[config.mk]
export PLATFORM = sky130hd
export DESIGN_NAME = mbox_fifo_flat
export DESIGN_NICKNAME = d
export VERILOG_FILES = /design/src/rtl/mbox_pkg.sv /design/src/rtl/mbox_fifo_if.sv /design/src/rtl/mbox_fifo_ram.sv /design/src/rtl/mbox_fifo.sv /design/src/flat_wrapper.sv
export SDC_FILE = /design/constraint.sdc
export NUM_CORES = 1
export LEC_CHECK = 0
export BUFFER_PORTS_ARGS = -buffer_cell sky130_fd_sc_hd__buf_2
export CAP_MARGIN = 20
export CORE_MARGIN = 2
export CORE_UTILIZATION = 60
export CTS_CLUSTER_SIZE = 25
export DETAILED_ROUTE_END_ITERATION = 7
export PLACE_DENSITY_LB_ADDON = 0.05
export REMOVE_ABC_BUFFERS = 1
export SETUP_SLACK_MARGIN = 0.02
export SLEW_MARGIN = 10
export SYNTH_ARGS = -nofsm -noshare
export SYNTH_HDL_FRONTEND = slang
export SYNTH_SLANG_ARGS = --single-unit
[constraint.sdc]
create_clock -name clk -period 3.6 [get_ports clk]
set_input_delay 0.36 -clock clk [delete_from_list [all_inputs] [get_ports clk]]
set_output_delay 0.36 -clock clk [all_outputs]
set_load 0.01 [all_outputs]
[src/rtl/mbox_pkg.sv]
// Shared constants for the mailbox FIFO: default geometry, almost-full threshold
// and the width of the dropped-write counter.
package mbox_pkg;

    localparam int unsigned WOU_DW_DEF   = 8;
    localparam int unsigned DEPTH_AW_DEF = 4;
    localparam int unsigned AFULL_TH_DEF = 12;
    localparam int unsigned OVF_CNT_W    = 16;

endpackage

[src/rtl/mbox_fifo_if.sv]
// Mailbox FIFO signal bundle. The slave modport is the FIFO side; the master
// modport is the producer/consumer environment around it.
interface mbox_fifo_if #(
    parameter int unsigned WOU_DW   = mbox_pkg::WOU_DW_DEF,
    parameter int unsigned DEPTH_AW = mbox_pkg::DEPTH_AW_DEF
) ();

    // Producer side
    logic                           mbox_wr_i;
    logic [WOU_DW-1:0]              mbox_di;
    logic                           mbox_full_o;
    logic                           mbox_afull_o;
    logic                           mbox_empty_o;

    // Consumer side
    logic                           tx_valid_o;
    logic [WOU_DW-1:0]              tx_data_o;
    logic                           tx_ready_i;

    // Status and overflow reporting
    logic [DEPTH_AW:0]              level_o;
    logic                           ovf_o;
    logic                           ovf_clr_i;
    logic [mbox_pkg::OVF_CNT_W-1:0] ovf_cnt_o;

    modport master (
        output mbox_wr_i, mbox_di, tx_ready_i, ovf_clr_i,
        input  mbox_full_o, mbox_afull_o, mbox_empty_o, tx_valid_o, tx_data_o,
               level_o, ovf_o, ovf_cnt_o
    );

    modport slave (
        input  mbox_wr_i, mbox_di, tx_ready_i, ovf_clr_i,
        output mbox_full_o, mbox_afull_o, mbox_empty_o, tx_valid_o, tx_data_o,
               level_o, ovf_o, ovf_cnt_o
    );

endinterface

[src/rtl/mbox_fifo_ram.sv]
// Simple dual-port storage for the mailbox FIFO: synchronous write,
// combinational read. Contents are deliberately not reset.
module mbox_fifo_ram #(
    parameter int unsigned DW = 8,
    parameter int unsigned AW = 4
) (
    input  logic          clk_i,
    input  logic          we_i,
    input  logic [AW-1:0] waddr_i,
    input  logic [DW-1:0] wdata_i,
    input  logic [AW-1:0] raddr_i,
    output logic [DW-1:0] rdata_o
);

    logic [DW-1:0] mem [2**AW];

    // Write port
    always_ff @(posedge clk_i) begin
        if (we_i) begin
            mem[waddr_i] <= wdata_i;
        end
    end

    assign rdata_o = mem[raddr_i];

endmodule

[src/rtl/mbox_fifo.sv]
// Mailbox FIFO between the subsoc mailbox write port and the WOU transmitter.
// Every held word lives in the RAM; tx_data_o is a registered copy of the head
// so the consumer sees a stable word with no combinational path from mbox_di.
// level_o counts every held word, including the one presented on tx_data_o.
//
// Optional feature: define MBOX_FIFO_OVF_CNT_EN to build a saturating 16-bit
// count of dropped writes on ovf_cnt_o; otherwise ovf_cnt_o is tied to zero.
module mbox_fifo #(
    parameter int unsigned WOU_DW   = mbox_pkg::WOU_DW_DEF,
    parameter int unsigned DEPTH_AW = mbox_pkg::DEPTH_AW_DEF,
    parameter int unsigned AFULL_TH = mbox_pkg::AFULL_TH_DEF
) (
    input logic        clk,
    input logic        reset_n,
    mbox_fifo_if.slave bus
);

    import mbox_pkg::*;

    localparam int unsigned       CAPACITY  = 2**DEPTH_AW;
    localparam logic [DEPTH_AW:0] LVL_MAX   = (DEPTH_AW+1)'(CAPACITY);
    localparam logic [DEPTH_AW:0] LVL_AFULL = (DEPTH_AW+1)'(AFULL_TH);
    localparam logic [DEPTH_AW:0] LVL_ONE   = (DEPTH_AW+1)'(1);

    logic [DEPTH_AW-1:0] wr_ptr_q, wr_ptr_d;
    logic [DEPTH_AW-1:0] rd_ptr_q, rd_ptr_d;
    logic [DEPTH_AW-1:0] rd_next;
    logic [DEPTH_AW:0]   level_q, level_d;
    logic                tx_valid_q, tx_valid_d;
    logic [WOU_DW-1:0]   tx_data_q, tx_data_d;
    logic [WOU_DW-1:0]   ram_rdata;
    logic                full_q, afull_q, empty_q;
    logic                ovf_q, ovf_d;
    logic                run_q;
    logic                wr_acc, drop, pop;

    // run_q blocks writes on the first edge after reset release
    assign wr_acc  = bus.mbox_wr_i & ~full_q & run_q;
    assign drop    = bus.mbox_wr_i & full_q;
    assign pop     = tx_valid_q & bus.tx_ready_i;
    assign rd_next = rd_ptr_q + DEPTH_AW'(1);

    mbox_fifo_ram #(
        .DW (WOU_DW),
        .AW (DEPTH_AW)
    ) u_ram (
        .clk_i   (clk),
        .we_i    (wr_acc),
        .waddr_i (wr_ptr_q),
        .wdata_i (bus.mbox_di),
        .raddr_i (rd_next),
        .rdata_o (ram_rdata)
    );

    // Pointer and occupancy next-state
    always_comb begin
        wr_ptr_d = wr_ptr_q;
        rd_ptr_d = rd_ptr_q;
        level_d  = level_q;
        if (wr_acc) begin
            wr_ptr_d = wr_ptr_q + DEPTH_AW'(1);
        end
        if (pop) begin
            rd_ptr_d = rd_next;
        end
        unique case ({wr_acc, pop})
            2'b10:   level_d = level_q + LVL_ONE;
            2'b01:   level_d = level_q - LVL_ONE;
            default: level_d = level_q;
        endcase
    end

    // Head register: refill from RAM after a pop, or take the incoming word
    // when it becomes the new head (empty, or the last word is leaving)
    always_comb begin
        tx_valid_d = tx_valid_q;
        tx_data_d  = tx_data_q;
        if (pop && (level_q > LVL_ONE)) begin
            tx_data_d = ram_rdata;
        end else if (pop || !tx_valid_q) begin
            tx_valid_d = wr_acc;
            if (wr_acc) begin
                tx_data_d = bus.mbox_di;
            end
        end
    end

    // Sticky overflow: a drop in the same cycle beats a clear
    always_comb begin
        ovf_d = ovf_q;
        if (drop) begin
            ovf_d = 1'b1;
        end else if (bus.ovf_clr_i) begin
            ovf_d = 1'b0;
        end
    end

    // State registers and registered status flags
    always_ff @(posedge clk or negedge reset_n) begin
        if (!reset_n) begin
            wr_ptr_q   <= '0;
            rd_ptr_q   <= '0;
            level_q    <= '0;
            tx_valid_q <= 1'b0;
            tx_data_q  <= '0;
            full_q     <= 1'b0;
            afull_q    <= 1'b0;
            empty_q    <= 1'b1;
            ovf_q      <= 1'b0;
            run_q      <= 1'b0;
        end else begin
            wr_ptr_q   <= wr_ptr_d;
            rd_ptr_q   <= rd_ptr_d;
            level_q    <= level_d;
            tx_valid_q <= tx_valid_d;
            tx_data_q  <= tx_data_d;
            full_q     <= (level_d == LVL_MAX);
            afull_q    <= (level_d >= LVL_AFULL);
            empty_q    <= (level_d == '0);
            ovf_q      <= ovf_d;
            run_q      <= 1'b1;
        end
    end

`ifdef MBOX_FIFO_OVF_CNT_EN
    logic [OVF_CNT_W-1:0] ovf_cnt_q;

    // Saturating dropped-write counter; a clear with a drop leaves it at one
    always_ff @(posedge clk or negedge reset_n) begin
        if (!reset_n) begin
            ovf_cnt_q <= '0;
        end else if (bus.ovf_clr_i) begin
            ovf_cnt_q <= drop ? OVF_CNT_W'(1) : '0;
        end else if (drop && (ovf_cnt_q != '1)) begin
            ovf_cnt_q <= ovf_cnt_q + OVF_CNT_W'(1);
        end
    end

    assign bus.ovf_cnt_o = ovf_cnt_q;
`else
    assign bus.ovf_cnt_o = '0;
`endif

    assign bus.mbox_full_o  = full_q;
    assign bus.mbox_afull_o = afull_q;
    assign bus.mbox_empty_o = empty_q;
    assign bus.tx_valid_o   = tx_valid_q;
    assign bus.tx_data_o    = tx_data_q;
    assign bus.level_o      = level_q;
    assign bus.ovf_o        = ovf_q;

endmodule

[src/flat_wrapper.sv]
// flat-port wrapper written by rule: the top's interface ports become plain ports
module mbox_fifo_flat import mbox_pkg::*;
#(
    parameter int unsigned WOU_DW   = mbox_pkg::WOU_DW_DEF,
    parameter int unsigned DEPTH_AW = mbox_pkg::DEPTH_AW_DEF,
    parameter int unsigned AFULL_TH = mbox_pkg::AFULL_TH_DEF
)
  (clk, reset_n, bus_mbox_wr_i, bus_mbox_di, bus_tx_ready_i, bus_ovf_clr_i, bus_mbox_full_o, bus_mbox_afull_o, bus_mbox_empty_o, bus_tx_valid_o, bus_tx_data_o, bus_level_o, bus_ovf_o, bus_ovf_cnt_o);
  mbox_fifo_if #(.WOU_DW(WOU_DW), .DEPTH_AW(DEPTH_AW)) bus_i ();
  input logic clk;
  input logic reset_n;
  input wire logic [$bits(bus_i.mbox_wr_i)-1:0] bus_mbox_wr_i;
  input wire logic [$bits(bus_i.mbox_di)-1:0] bus_mbox_di;
  input wire logic [$bits(bus_i.tx_ready_i)-1:0] bus_tx_ready_i;
  input wire logic [$bits(bus_i.ovf_clr_i)-1:0] bus_ovf_clr_i;
  output wire logic [$bits(bus_i.mbox_full_o)-1:0] bus_mbox_full_o;
  output wire logic [$bits(bus_i.mbox_afull_o)-1:0] bus_mbox_afull_o;
  output wire logic [$bits(bus_i.mbox_empty_o)-1:0] bus_mbox_empty_o;
  output wire logic [$bits(bus_i.tx_valid_o)-1:0] bus_tx_valid_o;
  output wire logic [$bits(bus_i.tx_data_o)-1:0] bus_tx_data_o;
  output wire logic [$bits(bus_i.level_o)-1:0] bus_level_o;
  output wire logic [$bits(bus_i.ovf_o)-1:0] bus_ovf_o;
  output wire logic [$bits(bus_i.ovf_cnt_o)-1:0] bus_ovf_cnt_o;
  assign bus_i.mbox_wr_i = bus_mbox_wr_i;
  assign bus_i.mbox_di = bus_mbox_di;
  assign bus_i.tx_ready_i = bus_tx_ready_i;
  assign bus_i.ovf_clr_i = bus_ovf_clr_i;
  assign bus_mbox_full_o = bus_i.mbox_full_o;
  assign bus_mbox_afull_o = bus_i.mbox_afull_o;
  assign bus_mbox_empty_o = bus_i.mbox_empty_o;
  assign bus_tx_valid_o = bus_i.tx_valid_o;
  assign bus_tx_data_o = bus_i.tx_data_o;
  assign bus_level_o = bus_i.level_o;
  assign bus_ovf_o = bus_i.ovf_o;
  assign bus_ovf_cnt_o = bus_i.ovf_cnt_o;
  mbox_fifo #(.WOU_DW(WOU_DW), .DEPTH_AW(DEPTH_AW), .AFULL_TH(AFULL_TH)) u_core (.clk(clk), .reset_n(reset_n), .bus(bus_i));
endmodule
Word-level counts from Yosys, hierarchy flattened
Memory sizes are Yosys's and may differ from the RTL's.
Index checks and enable logic that the tools add are counted.
W data, S select, Z words.
{ "word_totals": {"ramBits": 128, "reg_bits": 27, "inputBits": 13, "mem_count": 1, "wordCells": 43, "out_inout_bits": 34} }
{ "mem_list": {"columns": ["name", "depth", "width", "rd", "rd_clocked_by_memory_dff", "write_ports", "line", "source"], "rows": [
  ["u_core.u_ram.mem", 16, 8, 1, 0, 1, "mbox_fifo_ram.sv:15", "logic [DW-1:0] mem [2**AW];"]
]} }
{ "classes": {"mux": 8, "n_reduce_logical": 9, "order_cmp": 2, "n_eq_ne": 3, "addsub": 4, "n_bitwise": 6} }
{ "op_table": {"columns": ["op", "count"], "rows": [
  ["$mux W8", 3],
  ["$pmux W5 S2", 1],
  ["$add A4 B1 Y4 const B", 2],
  ["$reduce_bool A2 Y1", 3],
  ["$add A5 B1 Y5 const B", 1],
  ["$eq A5 B5 Y1 const B", 1],
  ["$ge A5 B4 Y1 const B", 1],
  ["$gt A5 B1 Y1 const B", 1],
  ["$logic_not A5 Y1", 1],
  ["$sub A5 B1 Y5 const B", 1],
  ["$and A1 B1 Y1", 4],
  ["$mux W1", 4],
  ["$reduce_and A2 Y1", 2],
  ["$eq A2 B1 Y1 const B", 1],
  ["$eq A2 B2 Y1 const B", 1],
  ["$not A1 Y1", 2],
  ["$logic_and A1 B1 Y1", 1],
  ["$logic_not A1 Y1", 1],
  ["$logic_or A1 B1 Y1", 1]
]} }

Longest topological paths before layout
Gate-level depths: netlist (run 1).
{ "depth": {"word_depth": 6, "mapped_depth": 10} }

Modules after synthesis
A second synthesis (run 1) with hierarchy kept.
{ "unflattened": {"hier_cells": 362, "hier_area_um2": 6611.3} }
{ "modules_own_cells": {"columns": ["module", "instances", "seq_area_each_um2", "area_each_um2", "cells_per_inst"], "rows": [
  ["mbox_fifo_ram", 1, 3843.7, 4987.3, 221],
  ["mbox_fifo", 1, 676.9, 1624.1, 141]
]} }

Worst setup path after synthesis (run 1)
No wires, ideal clock.
{ "synth_path": {"kind": "register -> register", "startpoint": "reg u_core.full_q, in the netlist u_core.bus.mbox_full_o", "endpoint": "reg u_core.full_q, in the netlist u_core.bus.mbox_full_o", "slack_ns": 1.283, "t_arrival_ns": 2.237, "stages_incl_launch_ff": 9, "cell_sequence": "dfrtp_1 nand3b_1 clkbuf_1 ha_1 buf_2 o31ai_2 o31ai_1 or3_1 nor3b_2"} }
{ "synth_between": {"elab_chain_cells": 6} }
{ "synth_rtl": {"columns": ["element", "line", "source"], "rows": [
  ["start: declaration", "mbox_fifo.sv:32", "logic full_q, afull_q, empty_q;"],
  ["start signal: assignment", "mbox_fifo.sv:117", "full_q <= (level_d == LVL_MAX);"],
  ["$not A1 Y1 (*)", "mbox_fifo.sv:38", "assign wr_acc = bus.mbox_wr_i & ~full_q & run_q;"],
  ["$and A1 B1 Y1 (*) (2 in series)", "mbox_fifo.sv:38", null],
  ["$eq A2 B1 Y1 or $eq A2 B2 Y1 (tied branches)", "mbox_fifo.sv:66", "unique case ({wr_acc, pop})"],
  ["$pmux W5 S2 (*)", "mbox_fifo.sv:66", null],
  ["named net u_core.level_d[2]", "mbox_fifo.sv:28", "logic [DEPTH_AW:0] level_q, level_d;"],
  ["$eq A5 B5 Y1 (*)", "mbox_fifo.sv:117", null]
]} }
The timed path passes the listed nets; every way through them passes the cells marked *.
A chain may end at the register's enable or synchronous reset.

Worst setup path after layout (run 1)
{ "layout_path": {"startpoint": "reg u_core.tx_valid_q, in the netlist u_core.bus.tx_valid_o", "endpoint": "reg u_core.empty_q, in the netlist u_core.bus.mbox_empty_o"} }
{ "layout_between": {"elab_chain_cells": 4} }
{ "layout_rtl": {"columns": ["element", "line", "source"], "rows": [
  ["start: declaration", "mbox_fifo.sv:29", "logic tx_valid_q, tx_valid_d;"],
  ["start signal: assignment", "mbox_fifo.sv:115", "tx_valid_q <= tx_valid_d;"],
  ["$and A1 B1 Y1 (*)", "mbox_fifo.sv:40", "assign pop = tx_valid_q & bus.tx_ready_i;"],
  ["$eq A2 B1 Y1 or $eq A2 B2 Y1 (tied branches)", "mbox_fifo.sv:66", null],
  ["$pmux W5 S2 (*)", "mbox_fifo.sv:66", null],
  ["named net u_core.level_d[2]", "mbox_fifo.sv:28", null],
  ["$logic_not A5 Y1 (*)", "mbox_fifo.sv:119", "empty_q <= (level_d == '0);"],
  ["end signal: assignment", "mbox_fifo.sv:119", null],
  ["end: declaration", "mbox_fifo.sv:32", null]
]} }
Marked as above.

==> results of run 1 <==
[metal layers]
| metal | wire length [um] | vias up | share of wire |
|---|---|---|---|
| li1 | - | 1528 | - |
| met4 | 163 | 0 | 0.013 |
| met3 | 768 | 15 | 0.059 |
| met1 | 5650 | 1793 | 0.43 |
| met2 | 6420 | 135 | 0.49 |
| met5 | 0 | - | 0 |
[state kept, by name (all words and copies together) (netlist names)]
| name | count |
|---|---|
| u_core.bus.level_o | 5 |
| u_core.bus.mbox_empty_o | 1 |
| u_core.run_q | 1 |
| u_core.bus.tx_valid_o | 1 |
| u_core.u_ram.mem | 128 |
| u_core.wr_ptr_q | 4 |
| u_core.bus.ovf_o | 1 |
| u_core.rd_ptr_q | 4 |
| u_core.bus.mbox_afull_o | 1 |
| u_core.bus.mbox_full_o | 1 |
| u_core.bus.tx_data_o | 8 |
[kinds of logic after synthesis]
family,after synthesis
DFF,155
adders and majority gates,11
xor gates and xnor gates,8
and+or+nand+nor,59
buffers and inverters,41
AOI/OAI and AO/OA,52
muxes,52
other,2
[report_power, final]
part	total (W)	internal, W	switching [W]
combinational	0.00238	0.00111	0.00126
clock	0.00175	0.00105	0.000692
sequential	0.00236	0.00217	0.000189
[worst min path at each step]
stage / from / endpoint / slack, ns / depth (start not counted)
after global routing: bus_mbox_wr_i / u_core.bus.ovf_o$_DFFE_PN0P_ / 0.05 / 3
after detailed placement: reset_n / u_core.bus.level_o[4]$_DFF_PN0_ / 0.40 / 1
after global placement: reset_n / u_core.bus.level_o[4]$_DFF_PN0_ / 0.41 / 1
after floorplan: reset_n / u_core.bus.level_o[0]$_DFF_PN0_ / 0.06 / 0
final: bus_mbox_wr_i / u_core.bus.ovf_o$_DFFE_PN0P_ / 0.08 / 3
after CTS: bus_ovf_clr_i / u_core.bus.ovf_o$_DFFE_PN0P_ / 0.009 / 2
[synthesized netlist by cell type (all sizes together), types with 2 or more instances]
cell type and count:
edfxtp 128, mux4 32, buf 27, dfrtp 26, o21ai 24, mux2i 17
and2 16, nand2 14, ha 11, nor2 11, inv 9, a2bb2oi 8
o32a 8, xnor2 6, clkbuf 5, a21oi 3, mux2 3, nand3 3
nor3 3, nor3b 3, a22oi 2, conb 2, o21bai 2, o31ai 2
xor2 2
[worst min-delay path, delay by kind of cell]
| kind | cells | cell delay, ns |
|---|---|---|
| buf+inv | 1 | 0.09 |
| simple gates | 1 | 0.05 |
| compound gates | 1 | 0.06 |
[through the flow]
step | total power [W] | instances | setup slack [ns] | util
2_1_floorplan | 0.00406 | 363 | 0.473 | -
3_3_place_gp | 0.00475 | 537 | 1.20 | 0.629
3_5_place_dp | 0.00476 | 537 | 1.14 | 0.629
4_1_cts | 0.00653 | 570 | 1.12 | 0.684
5_1_grt | 0.00681 | 571 | 0.848 | 0.685
6_report | 0.00648 | 571 | 1.09 | 0.685
[cell type report]
class	count	area [sq um]
Sequential cell	155	4520
Fill cell	728	3420
Multi-Input combinational cell	199	1910
Clock buffer	17	414
Timing Repair Buffer	36	200
Tap cell	140	175
Clock inverter	15	173
Inverter	9	33.8
==> summary.md, run 1 <==
The global routing's busiest layer was met2. The capture point of the critical path is u_core.bus.mbox_empty_o$_DFF_PN1_. The most common library cell in the layout ignoring fill and taps was sky130_fd_sc_hd__edfxtp_1. The average routed wire per standard cell came out at 22.8 um.

The maximum fanout encountered on the critical timing path came out at 13. Routability-driven placement finished with a final weighted congestion of 0.836. The tools report the via count of the first global-routing pass as 3,377. The run gives 0 as the number of antenna violations at the first check in global routing. Yosys mapped a number of flops with a built-in enable equal to 128. Row generation in the floorplan step produced 38 rows. The aggregate global routing overflow was 0; the average via count per standard cell was 6.08.

The logs give 0.323 for the met1 usage in global routing and 0.00742 sq mm for the final non-filler cell area. Count of warnings emitted by yosys: 0. By area, the combinational part of the netlist is dominated by multiplexers. The first global-routing pass estimated 19.7 mm of wire.

The number of diodes added for antenna fixing is 0, and the arrival time of data at the critical path endpoint is 2.94 ns. The startpoint kind of the worst setup timing path is a flop. From synthesis to final layout, the design area changed by 11.8%.

The run gives 0.613 as the effective utilization at floorplan. Sorting the synthesized cells by area gives the leading types as sky130_fd_sc_hd__edfxtp_1, sky130_fd_sc_hd__dfrtp_1, sky130_fd_sc_hd__mux4_2, sky130_fd_sc_hd__mux2i_1, sky130_fd_sc_hd__ha_1. Once placement finished, the instance area stood at 0.00682 sq mm. The number of register bits inferred by synthesis was 155; the number of vias in the routed layout was 3,471. The final count of hold timing violations is 0, and the logic depth of the worst setup path including buffers is 7. The met2 usage came out at 0.377. The tree is rooted in a sky130_fd_sc_hd__clkbuf_8. For this block, the initial DRC count from the detailed router was 274. The clock transition at the registers of the reported paths was 0.06 ns.

The logs give 0.00664 sq mm for the total standard cell area after synthesis and 0.238 for the global-route usage over all layers. The number of buffers on the longest clock path was 2; the post-route fraction of the period consumed by the critical path was 0.697. Setup repair after global routing left no endpoint under its margin.

Number of resized instances in the post-cts repair step: 0. The total power divided by cell area was 873 mW/mm^2. Proportion of netlist area held by the largest area contributor: 0.579. The post-route clock skew was 0.0118 ns.

The worst hold path belongs to the class primary input to flop. The met3 usage in global routing is 0.0658. In the synthesized netlist the dominant register cell turns out to be sky130_fd_sc_hd__edfxtp_1. The run finished with clean final reports. Counting the buffers created by CTS gives 17.

The area fraction in and, or, nand and nor cells after synthesis was 0.0477. The family with the most delay on the worst path is simple AND/OR/NAND/NOR gates. The largest individual stage delay along the critical path comes from the cell sky130_fd_sc_hd__dfrtp_1. The run gives 0.52 ns as the clock insertion delay at the later pin of the skew report.

The worst register-to-register path ends at u_core.bus.mbox_empty_o$_DFF_PN1_. The xor and xnor area share after synthesis works out to 0.0117. For this design the static power due to leakage is 2.70 nW. The layout cell share with drive strength beyond 1 came out at 0.230. For the peak supply drop, the log shows 0.709 mV. For this design, the sink count on the clock tree is 155. The area inside the core boundary is 0.0108 sq mm, and the number of nets still failing antenna checks after routing is 0.

The number of pins exceeding their max-slew limit in the final report came out at 0. In the layout the commonest cells are sky130_fd_sc_hd__edfxtp_1, sky130_fd_sc_hd__buf_2, sky130_fd_sc_hd__mux4_2, sky130_fd_sc_hd__dfrtp_1. The largest single stage delay on the critical path is 0.58 ns. The post-synthesis compound-gate area fraction was 0.0554; the achievable frequency was 399 MHz. The mean cell area of the mapped netlist came out at 17.5 sq um. Adder-cell share of the synthesized area: 0.0207. The critical path starts at u_core.bus.tx_valid_o$_DFFE_PN0P_.

In this run the vertical extent of the chip is 109 um. The worst register-to-register path has a depth of 7. The synthesized design spends more area on one cell type than any other, namely sky130_fd_sc_hd__edfxtp_1. Launching point of the worst reg2reg path: u_core.bus.tx_valid_o$_DFFE_PN0P_. Summed over all layers, the routed wires come to 13.0 mm. The pin count of the biggest net entering global routing came out at 34. Pin placement for this block handled 47 I/O pins. The combined buffer and inverter count along the critical path came out at 1. Number of unique standard cell types used by synthesis: 48. The remaining max-slew budget at the tightest pin was 0.485; the synthesized instance count was 380. Detailed placement finished with a half-perimeter wire length of 7.98 mm. The post-route DRC violation count is 0, and the count of input and output buffers is 30.

The die covers 0.0119 sq mm. TritonCTS built the clock tree. The critical path is of the flop to flop type. Once the clock tree was built, the setup fixing pass inserted 0 buffers. The tools report the critical path endpoint category as a flop.

The worst path needs 2.51 ns of the cycle, external delays included. The portion of netlist area occupied by mux cells was 0.142; the total negative slack was 0 ns. The worst register-to-register path has a setup slack of 1.09 ns. The worst hold slack is 0.0761 ns, and the final count of negative-setup-slack endpoints is 0. The async set-reset flop share out of synthesis is 0.174, and the count of hold buffers inserted by post-cts repair is 1.

The required time reported for the critical path endpoint is 4.03 ns, and the die boundary width is 109 um. The net count of the finished layout is 442. The first detailed-routing pass took 4 iterations. The H-tree generated during clock tree synthesis spans 4 levels. The signal on the critical path passes through nand2_1 > inv_1 > ha_1 > o31ai_2 > o31ai_1 > or3_1 > nor3_1.

For the post-synthesis sequential area ratio, the log shows 0.681. The number of max-cap violations is 0, and the slew at the pin closest to its max-slew limit is 0.765 ns.
No activity file was read; power rests on OpenSTA's default activity.
==> inputs of run 2 (changes only) <==
--- a/config.mk
+++ b/config.mk
@@ -8,7 +8,7 @@
 export BUFFER_PORTS_ARGS = -buffer_cell sky130_fd_sc_hd__buf_2
 export CAP_MARGIN = 20
 export CORE_MARGIN = 2
-export CORE_UTILIZATION = 60
+export CORE_UTILIZATION = 54
 export CTS_CLUSTER_SIZE = 25
 export DETAILED_ROUTE_END_ITERATION = 7
 export PLACE_DENSITY_LB_ADDON = 0.05
==> constraint.sdc (replaced) <==
create_clock -name clk -period 2.1 [get_ports clk]
set_input_delay 0.21 -clock clk [delete_from_list [all_inputs] [get_ports clk]]
set_output_delay 0.21 -clock clk [all_outputs]
set_load 0.01 [all_outputs]
==> summary.md, run 2 (same netlist as run 1, synthesis figures left out) <==
The run finished with clean final reports. The top cell types in the final layout, fill and taps aside, are sky130_fd_sc_hd__edfxtp_1, sky130_fd_sc_hd__buf_4, sky130_fd_sc_hd__buf_2, sky130_fd_sc_hd__mux4_2, sky130_fd_sc_hd__dfrtp_1. The CTS sink count was 155.

The via count of the first global-routing pass was 3,484; the slew at the pin closest to its max-slew limit was 0.642 ns. The post-route fraction of the period consumed by the critical path was 0.970; the leakage dissipation was 2.96 nW. From left edge to right edge, the die measures 115 um. The flip-flop count of the largest register, all copies and words added was 128; the instance area after placement was 0.00713 sq mm.

The die is 115 um tall. The number of clock buffers added by TritonCTS is 17. The tools report the area inside the core boundary as 0.0120 sq mm.

The layout cell share with drive strength beyond 1 is 0.340, and the number of vias in the routed layout is 3,593. Detailed placement finished with a half-perimeter wire length of 8.81 mm. The multi-input logic area was 0.00203 sq mm. The clock passes through at most 2 buffers.

The first detailed-routing pass took 5 iterations. For the pin count of the biggest net entering global routing, the log shows 28. During placement, the flow inserted port buffers numbering 30. VDD sags by at most 0.779 mV. The detailed router finished its first iteration with 328 violations. Timing analysis after detailed placement gives a worst setup slack of 0.0247 ns. The final count of negative-setup-slack endpoints is 0. The clock reaches the later pin of the worst-skew pair after 0.42 ns. The die covers 0.0132 sq mm. Across the run, the number of max-cap violations was 0. Dividing total power by cell area gives a power density of 1530 mW/mm^2. Family with the most delay on the worst path: simple AND/OR/NAND/NOR gates. In this run the worst path has a maximum fanout of 6. The critical path endpoint category is a flop. Final weighted congestion in routability-driven placement: 0.784. The path class of the tightest hold or removal check is primary input to flop. After detailed routing, the number of remaining DRC violations is 0.

The final critical-path required period was 2.04 ns; the wire length of the first global-routing pass was 20.3 mm. The clock tree synthesis step divided the H-tree into 4 levels. The largest single stage delay on the critical path is 0.37 ns.

Pin placement for this block handled 47 I/O pins. Based on the critical path, the design can be clocked at up to 491 MHz. The clock transition at the registers of the reported paths came out at 0.06 ns.

Combined buffer and inverter count along the critical path: 1. The setup path with the least slack is of type flop to flop. The register with the most flip-flops in the final layout is u_core.u_ram.mem. TritonCTS built the clock tree. The remaining max-slew budget at the tightest pin was 0.572; the final non-filler cell area was 0.00798 sq mm. Relative to the synthesized area, the layout overhead comes to 20.2%. The run gives 0 as the number of antenna violations at the first check in global routing. STA classifies the critical path startpoint as a flop. The global-route usage over all layers is 0.218.

The slowest stage of the critical path is the sky130_fd_sc_hd__dfrtp_1 cell. Number of nets in the finished design: 484. The run gives 0.553 as the effective utilization at floorplan. Summing internal, switching and leakage power gives 0.0122 W. After detailed routing, the total wire length is 13.5 mm. The cell sitting at the root of the clock tree is a sky130_fd_sc_hd__clkbuf_16.

In this run the core area contains 40 standard-cell rows. The logs give 0 for the number of nets still failing antenna checks after routing and 2.38 ns for the arrival time of data at the critical path endpoint. Across the routed clock network, the largest skew measured is 0.00975 ns.

In the final routed layout, each cell accounts on average for 21.7 um. Setup slack closes at 0.0625 ns. The number of pins exceeding their max-slew limit in the final report was 0; the total area of sequential cells was 0.00452 sq mm. Setup repair after global routing could not meet its margin everywhere.

The library cell used most frequently in the layout, excluding fill and tap cells, is sky130_fd_sc_hd__edfxtp_1. After global routing the overflow that remains totals 0. Traced cell by cell, the critical path runs through nand3b_1 > buf_6 > ha_4 > nor2_1 > mux2_2 > a22oi_2 > nand2_2 > nor3_1. The number of diodes added for antenna fixing came out at 0. After filler insertion, the fill cell instance count of the layout stands at 826.

STA puts the critical path data required time at 2.44 ns. After detailed routing, the number of vias per cell comes to 5.80. The final count of hold timing violations is 0. The run gives 0.664 as the post-route core utilization.
==> run 2: cell types whose count changed in the layout (fill, tap and decap cells not counted), sizes merged <==
cell,previous run,this run
buf,34,75
bufinv,3,4
clkbuf,17,22
clkinv,9,4
clkinvlp,1,2
inv,11,10
==> run 2: through the flow <==
stage	hold slack, ns	instances	TNS (ns)
final	0.0283	620	0
after global routing	0.0303	620	-0.121
after CTS	0.0203	616	0
after detailed placement	0.279	581	0
after global placement	0.265	581	0
after floorplan	-0.0856	363	-10.21
==> run 2: routing by layer <==
metal	share of wire	track usage	vias up
li1	-	-	1622
met1	0.44	0.308	1829
met2	0.49	0.341	125
met3	0.055	0.0448	17
met4	0.016	0.0795	0
met5	0	0	-
==> run 2: cell type report <==
cell class | instances | share of cell area
sequential | 155 | 0.566
multi-input combinational | 199 | 0.254
timing repair buffer | 78 | 0.0734
clock buffer | 21 | 0.0577
tap | 147 | 0.0230
clock inverter | 11 | 0.0210
inverter | 9 | 0.00455
==> run 2: what timing repair did <==
action | CTS | global route
setup buffers | 1 | 3
hold buffers | 2 | 0
gates resized for setup | 1 | 30
hold endpoints to repair | 27 | 0
endpoints found under the setup margin | 3 | 45
cloned | 0 | 1
pin swaps | 0 | 7
==> run 2: worst paths after layout <==
check / start / slack (ns) / end / cells past startpoint
max: u_core.bus.mbox_full_o$_DFF_PN0_ / 0.06 / u_core.bus.mbox_empty_o$_DFF_PN1_ / 8
min: bus_mbox_wr_i / 0.03 / u_core.bus.ovf_o$_DFFE_PN0P_ / 3
max reg2reg: u_core.bus.mbox_full_o$_DFF_PN0_ / 0.06 / u_core.bus.mbox_empty_o$_DFF_PN1_ / 8
min reg2reg: u_core.rd_ptr_q[3]$_DFFE_PN0N_ / 0.50 / u_core.rd_ptr_q[3]$_DFFE_PN0N_ / 1
max in group asynchronous: reset_n / 1.33 / u_core.bus.tx_data_o[2]$_DFFE_PN0P_ / 2
min in group asynchronous: reset_n / 0.35 / u_core.bus.mbox_full_o$_DFF_PN0_ / 2
==> run 2: power by group <==
part | internal (W) | switching (W)
clock network | 0.00205 | 0.00118
logic | 0.00252 | 0.00242
registers | 0.00372 | 0.000294
total | 0.00829 | 0.00389
==> run 2: worst min-delay path: stages <==
cell and delay [ns]:
sky130_fd_sc_hd__buf_2 0.09, sky130_fd_sc_hd__nand2_1 0.05, sky130_fd_sc_hd__o21ai_0 0.06
